[config.mk]
export PLATFORM = sky130hd
export DESIGN_NAME = fetch_unit
export DESIGN_NICKNAME = d
export VERILOG_FILES = /design/src/rtl/fetch_unit.sv
export SDC_FILE = /design/constraint.sdc
export NUM_CORES = 1
export LEC_CHECK = 0
export CORE_ASPECT_RATIO = 0.75
export CORE_MARGIN = 4
export CORE_UTILIZATION = 46
export DETAILED_ROUTE_END_ITERATION = 10
export PLACE_DENSITY = 0.81
export SYNTH_ARGS = -nofsm -noshare
export SYNTH_HDL_FRONTEND = slang
export SYNTH_SLANG_ARGS = --single-unit
export TNS_END_PERCENT = 5
[constraint.sdc]
create_clock -name clk_pi -period 2.1 [get_ports clk_pi]
set_input_delay 0.525 -clock clk_pi [delete_from_list [all_inputs] [get_ports clk_pi]]
set_output_delay 0.525 -clock clk_pi [all_outputs]
set_load 0.02 [all_outputs]
[src/rtl/fetch_unit.sv]
// fetch_unit: IF stage with IDLE/RUN/HALT control, branch redirect/squash, stall hold and saturating redirect counter
module fetch_unit #(
  parameter logic [15:0] RESET_PC = 16'h0000
) (
  input  logic        clk_pi,
  input  logic        reset_pi,
  input  logic        start_pi,
  input  logic        stall_pi,
  input  logic        halt_pi,
  input  logic        is_branch_taken_pi,
  input  logic [15:0] branch_target_pi,
  input  logic [15:0] instr_mem_data_pi,
  output logic [15:0] pc_po,
  output logic [15:0] if_instr_po,
  output logic [15:0] if_pc_po,
  output logic        if_valid_po,
  output logic        halted_po,
  output logic [15:0] branch_count_po
);
  typedef enum logic [1:0] {IDLE, RUN, HALT} state_t;
  state_t      state_q, state_d;
  logic [15:0] pc_q, pc_d, instr_q, instr_d, ifpc_q, ifpc_d, bcnt_q, bcnt_d;
  logic        valid_q, valid_d;
  // next state: in RUN halt beats branch beats stall beats normal advance
  always_comb begin
    state_d = state_q;
    pc_d    = pc_q;
    instr_d = instr_q;
    ifpc_d  = ifpc_q;
    valid_d = valid_q;
    bcnt_d  = bcnt_q;
    if (state_q == IDLE) begin
      pc_d    = RESET_PC;
      valid_d = 1'b0;
      state_d = start_pi ? RUN : IDLE;
    end else if (state_q == RUN) begin
      if (halt_pi) begin
        state_d = HALT;
        valid_d = 1'b0;
      end else if (is_branch_taken_pi) begin
        pc_d    = branch_target_pi;
        valid_d = 1'b0;
        bcnt_d  = (bcnt_q == 16'hFFFF) ? bcnt_q : bcnt_q + 16'd1;
      end else if (!stall_pi) begin
        instr_d = instr_mem_data_pi;
        ifpc_d  = pc_q;
        valid_d = 1'b1;
        pc_d    = pc_q + 16'd1;
      end
    end else begin
      valid_d = 1'b0;
    end
  end
  // state registers with reset overriding every other input
  always_ff @(posedge clk_pi) begin
    if (reset_pi) begin
      state_q <= IDLE;
      pc_q    <= RESET_PC;
      instr_q <= 16'h0000;
      ifpc_q  <= 16'h0000;
      valid_q <= 1'b0;
      bcnt_q  <= 16'h0000;
    end else begin
      state_q <= state_d;
      pc_q    <= pc_d;
      instr_q <= instr_d;
      ifpc_q  <= ifpc_d;
      valid_q <= valid_d;
      bcnt_q  <= bcnt_d;
    end
  end
  assign pc_po           = pc_q;
  assign if_instr_po     = instr_q;
  assign if_pc_po        = ifpc_q;
  assign if_valid_po     = valid_q;
  assign halted_po       = (state_q == HALT);
  assign branch_count_po = bcnt_q;
endmodule

==> results of run 1 <==
logic make-up (layout without fill, tap and decap cells):
logic type | after synthesis | count (layout) | share of synthesized area (%)
multiplexers | 6 | 6 | 2.136
AO/OA/AOI/OAI | 109 | 109 | 21.12
flip-flops | 67 | 67 | 43.21
buffers and inverters | 37 | 154 | 5.078
AND/OR/NAND/NOR | 171 | 171 | 27.65
adder cells (fa/ha/maj) | 2 | 2 | 0.8060
where the power goes:
part | internal [W] | leakage (nW) | total (W) | switching, W
logic | 0.000120 | 0.875 | 0.000227 | 0.000107
registers | 0.00128 | 0.544 | 0.00129 | 0.0000129
clock network | 0.000548 | 0.0927 | 0.00106 | 0.000513
total | 0.00195 | 1.51 | 0.00258 | 0.000633
cell usage after synthesis, types with 2 or more instances:
| cell | number | share of area, % |
|---|---|---|
| nand2_1 | 81 | 9.8 |
| dfxtp_1 | 67 | 43 |
| a21oi_1 | 51 | 8.2 |
| nor2_1 | 21 | 2.5 |
| clkbuf_1 | 18 | 2.2 |
| o21ai_0 | 18 | 2.9 |
| nand3_1 | 10 | 1.6 |
| o31ai_1 | 10 | 2.4 |
| inv_1 | 9 | 1.1 |
| nand4_1 | 8 | 1.6 |
| a211oi_1 | 7 | 1.7 |
| nor2b_1 | 7 | 1.4 |
| or4_1 | 7 | 1.7 |
| a311oi_1 | 6 | 1.7 |
| buf_2 | 6 | 0.97 |
| nor3_1 | 6 | 0.97 |
| and4_1 | 5 | 1.4 |
| a31oi_1 | 4 | 0.81 |
| and3_1 | 4 | 0.81 |
| nor4_1 | 4 | 0.81 |
| buf_4 | 3 | 0.73 |
| mux2_1 | 3 | 1.1 |
| or3_1 | 3 | 0.60 |
| ha_1 | 2 | 0.81 |
| mux2_2 | 2 | 0.73 |
| nand4_2 | 2 | 0.81 |
| o22ai_1 | 2 | 0.40 |
| o41ai_1 | 2 | 0.56 |
| or2_2 | 2 | 0.40 |
metal layers:
layer | vias up | share of wire [%]
met3 | 12 | 11
met5 | - | 0
met1 | 1572 | 43
met4 | 0 | 0.95
met2 | 160 | 45
li1 | 1633 | -
final timing paths:
kind	start	endpoint
hold / removal	if_instr_po[0]	if_instr_po[0]
setup reg to reg	branch_count_po[4]	branch_count_po[13]
setup / recovery	pc_po[9]	pc_po[9]
hold reg to reg	if_instr_po[0]	if_instr_po[0]
through the flow:
| step | worst slack (ps) | TNS, ps |
|---|---|---|
| after floorplan | 306.0 | 0 |
| after global routing | 19.36 | 0 |
| after global placement | -141.9 | -4026 |
| after CTS | 6.784 | 0 |
| final | 70.26 | 0 |
| after detailed placement | -221.0 | -6174 |
state kept, by name, indices dropped and copies added, names as in the netlist:
signal,flops
branch_count_po,16
if_instr_po,16
if_pc_po,16
pc_po,16
state_q,2
if_valid_po,1
cell type report:
class / instances / area, um^2 / share of cell area, %
Clock inverter: 6 / 63.81 / 1.410
Sequential cell: 67 / 1350 / 29.82
Multi-Input combinational cell: 288 / 1605 / 35.46
Inverter: 9 / 33.78 / 0.7463
Tap cell: 81 / 101.3 / 2.239
Clock buffer: 10 / 127.6 / 2.819
Timing Repair Buffer: 129 / 1245 / 27.50
what timing repair did:
action | in CTS | in global routing
setup endpoints to repair | 1 | 9
hold buffers | 0 | 0
resized for setup | 1 | 8
gates cloned | 0 | 0
==> results.md, run 1 <==
* H-tree Lvls at 3
* GR Overflow Total at 0
* Gate count after technology mapping at 392
* CP max stage cell: clkdlybuf4s50_1
* Power Total at 0.002580 W
* Fraction of layout cells with a size suffix above 1 at 11.59%
* Mean post-synth cell area at 7.919 um^2
* CP endpoint kind: output port
* Fmax achieved at 492.7 MHz
* # Max-Cap Violations at 0
* Layout Skew at 7.582 ps
* Slew at the pin closest to its max-slew limit at 575.7 ps
* Vias in the first global route at 3264
* Final worst path period need at 2030 ps
* Final setup fails at 0
* Placed inst area at 4328 um^2
* Synth unique cells at 51
* Initial antenna violation count at 0
* GR Layer Usage met1 at 30.28%
* Gr usage total at 23.28%
* CP arrival at 1500 ps
* CP top delay family: buffers and inverters
* Clk Latency, worst-skew pair at 350 ps
* Worst IR drop on VDD at 0.3467 mV
* CTS Buf Count at 9
* Starting DRT DRC Count at 203
* Util after Layout at 70.60%
* Cell Area, Synth at 3104 um^2
* # DRC at 0
* GR Layer Usage met2 at 35.37%
* DP Cell Count at 574
* Status: finished clean
* R2r setup slk at 210 ps
* Post-synthesis sequential area ratio at 43.21%
* Worst Hold Class: register to register
* Lkg Pwr at 1.511 nW
* FILL cells at 542
* DR WL/cell at 15.93 um
* Final wirelength at 9.397 mm
* Area Overhead vs Synth at 45.83%
* Final Hold Vio Count at 0
* CTS Root Cell: clkbuf_8
* Die X at 102.9 um
* Crit path kind: register to output port
* PortBufs at 103
* Number of synthesized flops with an enable pin at 0
* Max transition margin at 61.48%
* Pins Over Slew Limit at 0
* GRT met3 Usage at 9.394%
* Commonest non-fill, non-tap cell in the layout: clkdlybuf4s50_1
* Setup repair bufs after CTS at 0
* Seq cells post-synth at 67
* Clock Sinks at 67
* Die area at 8140 um^2
* Unrepaired setup endpoints after global routing: false
* Design area at 4527 um^2
* Initial Util at 48.41%
* Longest Clk Path Bufs at 2
* Antenna diodes at 0
* Final cell count without fillers at 590
* Core area at 6412 um^2
* Die Span Y at 79.14 um
* GR peak layer: met2
* Kind of start point of the critical path: register
* FP Rows at 25
* Most frequent cells in the layout: clkdlybuf4s50_1 (101), nand2_1 (81), dfxtp_1 (60)
* Hold_ws at 454.9 ps
* CP Cell Sequence: clkdlybuf4s50_1
* WHS Path Cells at 2
* YS warnings at 0
* Vias per std cell at 5.724
* Clock Pin Slew Worst Setup and Hold Paths at 80 ps
* Largest net degree at the start of global routing at 50
* Total number of vias at 3377
* Largest fanout on the critical path at 8
* CTS tree: done
* Post-synth top flop: dfxtp_1
* First-pass GRT wire length at 14.95 mm
* Levels on crit path at 1
* Pwr Density at 570.0 nW/um^2
* Gpl congestion at 0.9155
* WP buf/inv at 1
* Drt pass-1 iters at 5
* Fin nets at 544
* Post-synth ARST share at 0%
* I/O pin cnt at 104
* Fin crit share at 96.65%
* Post-route antenna net violation count at 0
* CP required at 1570 ps
* Worst r2r path cells at 4
* Post-detail-place hpwl at 6.779 mm
* Syn Nets at 432
* Max incr delay on CP at 670 ps
Power figures use the tool's default switching activity.
==> run 2: changes to the inputs <==
Settings changed: CAP_MARGIN set to 20, CORE_UTILIZATION 46 to 39, PLACE_DENSITY 0.81 to 0.7.
==> run 2 against run 1 <==
Compared with the run above:
- non-clock buffer count is 1 higher
- die area up 16%
- first-iteration DRC count shrank 11%
- hold slack got worse by 67 ps
- fmax up 1.5%
- highest routed layer unchanged
- critical path depth is the same
- setup slack better by 30 ps
- combinational power about the same
==> results.md, run 2 (synthesized netlist as in run 1, its figures left out) <==
* Commonest non-fill, non-tap cell in the layout: clkdlybuf4s50_1
* Initial Util at 41.21% (-7.2 points)
* Final worst path period need at 2000 ps (-30.11 ps)
* I/O pin cnt at 104 (unchanged)
* Pwr Density at 563.9 nW/um^2 (-1.1%)
* Die area at 9466 um^2 (+16%)
* FP Rows at 27 (+8.0%)
* DP Worst Slack at -291.9 ps (-70.97 ps)
* Lkg Pwr at 1.524 nW (+0.84%)
* Largest net degree at the start of global routing at 32 (-36%)
* Clock Sinks at 67 (unchanged)
* Max transition margin at 66.48% (+5.0 points)
* Initial antenna violation count at 0 (unchanged)
* Antenna diodes at 0 (unchanged)
* Die Span Y at 85.27 um (+7.7%)
* WHS Path Cells at 2 (unchanged)
* Setup TNS at 0 ps (unchanged)
* Status: finished clean
* Worst Hold Class: input port to register
* Util after Layout at 60.50% (-10 points)
* CP top delay family: buffers and inverters
* Fin crit share at 95.22% (-1.4 points)
* Drt pass-1 iters at 5 (unchanged)
* Most frequent cells in the layout: clkdlybuf4s50_1 (101), nand2_1 (81), dfxtp_1 (62)
* Pins Over Slew Limit at 0 (unchanged)
* First-pass GRT wire length at 16.01 mm (+7.2%)
* Internal power at 0.001948 W (about the same)
* Hold_ws at 388.3 ps (-66.63 ps)
* Levels on crit path at 1 (unchanged)
* Setup ws final at 100.4 ps (+30.11 ps)
* Gr usage total at 20.48% (-2.8 points)
* Area Overhead vs Synth at 46.84%
* Vias in the first global route at 3161 (-3.2%)
* Crit path kind: register to output port
* PortBufs at 103 (unchanged)
* Core area at 7533 um^2 (+17%)
* FILL cells at 703 (+30%)
* Starting DRT DRC Count at 181 (-11%)
* Worst IR drop on VDD at 0.2996 mV (-14%)
* CTS Buf Count at 9 (unchanged)
* Clk Latency, worst-skew pair at 340 ps (about the same)
* CP arrival at 1470 ps (-30 ps)
* CTS Root Cell: clkbuf_8
* Sequential share of power at 50.3% (+0.2 points)
* Power Total at 0.002570 W (-0.39%)
* Cts hold-fix bufs at 0 (unchanged)
* WP buf/inv at 1 (unchanged)
* Post-route antenna net violation count at 0 (unchanged)
* DR WL/cell at 15.56 um (-2.3%)
* # Max-Cap Violations at 0 (unchanged)
* Fin nets at 545 (+0.18%)
* Sw Pwr at 0.0006221 W (-1.7%)
* Worst r2r path cells at 5 (+1)
* Fmax achieved at 500.1 MHz (+1.5%)
* H-tree Lvls at 3 (unchanged)
* Final setup fails at 0 (unchanged)
* Largest fanout on the critical path at 8 (unchanged)
* Vias per std cell at 5.416 (-5.4%)
* Longest Clk Path Bufs at 2 (unchanged)
* Final Hold Vio Count at 0 (unchanged)
* Total number of vias at 3309 (-2.0%)
* Slew at the pin closest to its max-slew limit at 498.9 ps (-76.74 ps)
* # DRC at 0 (unchanged)
* CP endpoint kind: output port
* Fraction of layout cells with a size suffix above 1 at 11.57% (-0.023 points)
* Post-detail-place hpwl at 7.043 mm (+3.9%)
* Layout Skew at 10.37 ps (+2.785 ps)
* Switching part of the total power at 24.20% (-0.32 points)
* Max incr delay on CP at 670 ps (about the same)
* Die X at 111.0 um (+7.9%)
* Share of total power in combinational logic at 8.9% (about the same)
* Unrepaired setup endpoints after global routing: false
* CP Cell Sequence: clkdlybuf4s50_1
* Final wirelength at 9.510 mm (+1.2%)
* CP max stage cell: clkdlybuf4s50_1
* Clock Pin Slew Worst Setup and Hold Paths at 70 ps (about the same)
* Gpl congestion at 0.9009 (-1.6%)
* Kind of start point of the critical path: register
* GR Overflow Total at 0 (unchanged)
* CTS tree: done
* Clock network power share at 40.9% (-0.2 points)
* CP required at 1570 ps (about the same)
==> run 2: timing repair <==
item | 4_1_cts | 5_1_grt
setup buffers | 0 | 0
endpoints found under the setup margin | 3 | 15
pin swaps | 0 | 0
gates resized for setup | 3 | 6
==> run 2: power groups by stage <==
| stage | Clock (W) | Sequential, W | Combinational, W |
|---|---|---|---|
| 2_1_floorplan | 0 | 0.00133 | 0.0000886 |
| 3_3_place_gp | 0 | 0.00132 | 0.000224 |
| 3_5_place_dp | 0 | 0.00132 | 0.000225 |
| 4_1_cts | 0.00108 | 0.00129 | 0.000226 |
| 5_1_grt | 0.00113 | 0.00129 | 0.000249 |
| 6_report | 0.00105 | 0.00129 | 0.000228 |
==> run 2: through the flow <==
step	std cells	area, um^2
floorplan	392	3104
finish	611	4558
global placement	595	4348
CTS	611	4543
global route	611	4558
detailed placement	595	4348
==> run 2: final timing paths <==
path                           start                  end  slack (ps)
hold reg to reg         if_pc_po[10]         if_pc_po[10]         450
setup / recovery  branch_count_po[2]   branch_count_po[2]         100
hold / removal              reset_pi          if_pc_po[5]         390
setup reg to reg  branch_count_po[0]  branch_count_po[13]         250
==> run 2: layout make-up <==
class	instances	area, um^2	area share (%)
inverter	9	33.78	0.7411
clock buffer	10	127.6	2.800
multi-input combinational	288	1612	35.36
sequential	67	1348	29.56
tap	101	126.4	2.772
clock inverter	6	63.81	1.400
timing repair buffer	130	1247	27.37
==> run 2: metal layers <==
layer	track usage (%)	up-vias	wire length (um)
li1	-	1643	-
met1	27.83	1516	4607
met2	31.66	136	4143
met3	5.417	14	615
met4	6.961	0	144
met5	0	-	0
==> run 3: changes to the inputs <==
Settings changed: RECOVER_POWER set to 100.
Clock period 2.1 ns to 2.2 ns, I/O delays scaled along.
==> run 3 against run 2 <==
Compared with the run above:
- final area is 0.82% lower
- power is 5.5% higher
- non-clock buffer count is 7 lower
- largest power group is now the clock network
==> results.md, run 3 (synthesized netlist as in run 1, its figures left out) <==
* Status: finished clean
* GR Overflow Total at 0 (unchanged)
* DR WL/cell at 15.24 um (-2.1%)
* CP endpoint kind: output port
* Fin nets at 538 (-1.3%)
* CP arrival at 1550 ps (+80 ps)
* Largest net degree at the start of global routing at 55 (+72%)
* Most frequent cells in the layout: nand2_1 (81), dfxtp_1 (64), dlygate4sd3_1 (60)
* Starting DRT DRC Count at 218 (+20%)
* Util after Layout at 60.01% (-0.50 points)
* Final Hold Vio Count at 0 (unchanged)
* WP buf/inv at 1 (unchanged)
* Pwr Density at 600.0 nW/um^2 (+6.4%)
* PortBufs at 103 (unchanged)
* Gr usage total at 19.64% (-0.84 points)
* Core area at 7533 um^2 (unchanged)
* Worst r2r path cells at 5 (unchanged)
* R2r setup slk at 320 ps (+70 ps)
* Gpl congestion at 0.9395 (+4.3%)
* Clock Pin Slew Worst Setup and Hold Paths at 80 ps (about the same)
* Antenna diodes at 0 (unchanged)
* WHS Path Cells at 2 (unchanged)
* Clock Sinks at 67 (unchanged)
* Fraction of layout cells with a size suffix above 1 at 8.151% (-3.4 points)
* Setup repair bufs after CTS at 0 (unchanged)
* CTS tree: done
* CP max stage cell: dlygate4sd3_1
* Kind of start point of the critical path: register
* Total number of vias at 3297 (-0.36%)
* DP Worst Slack at -186.0 ps (+106.0 ps)
* Die Span Y at 85.27 um (unchanged)
* FP Rows at 27 (unchanged)
* Final worst path period need at 2105 ps
* Vias per std cell at 5.459 (+0.79%)
* Drt pass-1 iters at 4 (-1)
* # DRC at 0 (unchanged)
* Area Overhead vs Synth at 45.63%
* Longest Clk Path Bufs at 2 (unchanged)
* Vias in the first global route at 3117 (-1.4%)
* Cts hold-fix bufs at 0 (unchanged)
* Max transition margin at 55.44% (-11 points)
* Final setup fails at 0 (unchanged)
* Final wirelength at 9.206 mm (-3.2%)
* Initial Util at 41.21% (unchanged)
* Slew at the pin closest to its max-slew limit at 668.4 ps (+169.5 ps)
* H-tree Lvls at 3 (unchanged)
* CP required at 1650 ps (+80 ps)
* Fin crit share at 95.67%
* Hold_ws at 387.7 ps (-0.6090 ps)
* Max incr delay on CP at 720 ps (+50 ps)
* Design area at 4521 um^2 (-0.82%)
* Post-route antenna net violation count at 0 (unchanged)
* First-pass GRT wire length at 15.35 mm (-4.2%)
* Crit path kind: register to output port
* Layout Skew at 5.265 ps (-5.101 ps)
* CTS Root Cell: clkbuf_8
* Post-detail-place hpwl at 6.700 mm (-4.9%)
* Levels on crit path at 1 (unchanged)
* Fmax achieved at 475.1 MHz
* # Max-Cap Violations at 0 (unchanged)
* Die X at 111.0 um (unchanged)
* Clk Latency, worst-skew pair at 350 ps (about the same)
* # resized after CTS at 0 (-3)
* CTS Buf Count at 9 (unchanged)
* CP Cell Sequence: dlygate4sd3_1
* Commonest non-fill, non-tap cell in the layout: nand2_1
* CP top delay family: buffers and inverters
* Pins Over Slew Limit at 0 (unchanged)
* Largest fanout on the critical path at 7 (-1)
* I/O pin cnt at 104 (unchanged)
* Placed inst area at 4308 um^2 (-0.92%)
* Setup ws final at 95.27 ps (-5.096 ps)
* Initial antenna violation count at 0 (unchanged)
* Lkg Pwr at 1.699 nW (+11%)
* Die area at 9466 um^2 (unchanged)
* Unrepaired setup endpoints after global routing: false
* Worst Hold Class: input port to register
* Worst IR drop on VDD at 0.2651 mV (-11%)
-- run 3: cell types whose count changed in the layout (fill, tap and decap cells not counted), sizes merged, moves of 2 or more --
cell           previous run  this run
dlygate4sd3               0        60
clkbuf                   10        18
buf                      28        13
bufinv                    1         3
clkdlybuf4s50           101        42
-- run 3: worst paths after layout --
| check | startpoint | end |
|---|---|---|
| setup / recovery | pc_po[12] | pc_po[12] |
| hold reg to reg | if_instr_po[0] | if_instr_po[0] |
| setup reg to reg | branch_count_po[0] | branch_count_po[13] |
| hold / removal | reset_pi | if_pc_po[5] |
-- run 3: power by group --
part | switching (W) | internal (W) | leakage (nW)
Sequential | 0.0000116 | 0.00122 | 0.542
Clock | 0.000490 | 0.000785 | 0.123
Combinational | 0.000101 | 0.000103 | 1.03
-- run 3: final cells by class --
type                    instances  area (um^2)
clock inverters                 6        111.4
well taps                     101        126.4
multi-input cells             288         1599
repair buffers                123         1167
flip-flops and latches         67         1345
inverters                       9        33.78
fillers                       692         3013
clock buffers                  10        137.6
-- run 3: routing by layer --
metal | share of wire [%] | GRT usage [%]
met1 | 45 | 26.30
met3 | 8.6 | 5.346
met5 | 0 | 0
met4 | 2.5 | 9.392
met2 | 44 | 29.41
-- run 3: per-stage QoR --
stage	power [W]	TNS (ps)	std cells
finish	0.002713	0	604
floorplan	0.001351	0	392
CTS	0.002753	0	604
detailed placement	0.001472	-3108	588
global placement	0.001469	-893.1	588
global route	0.002821	0	604
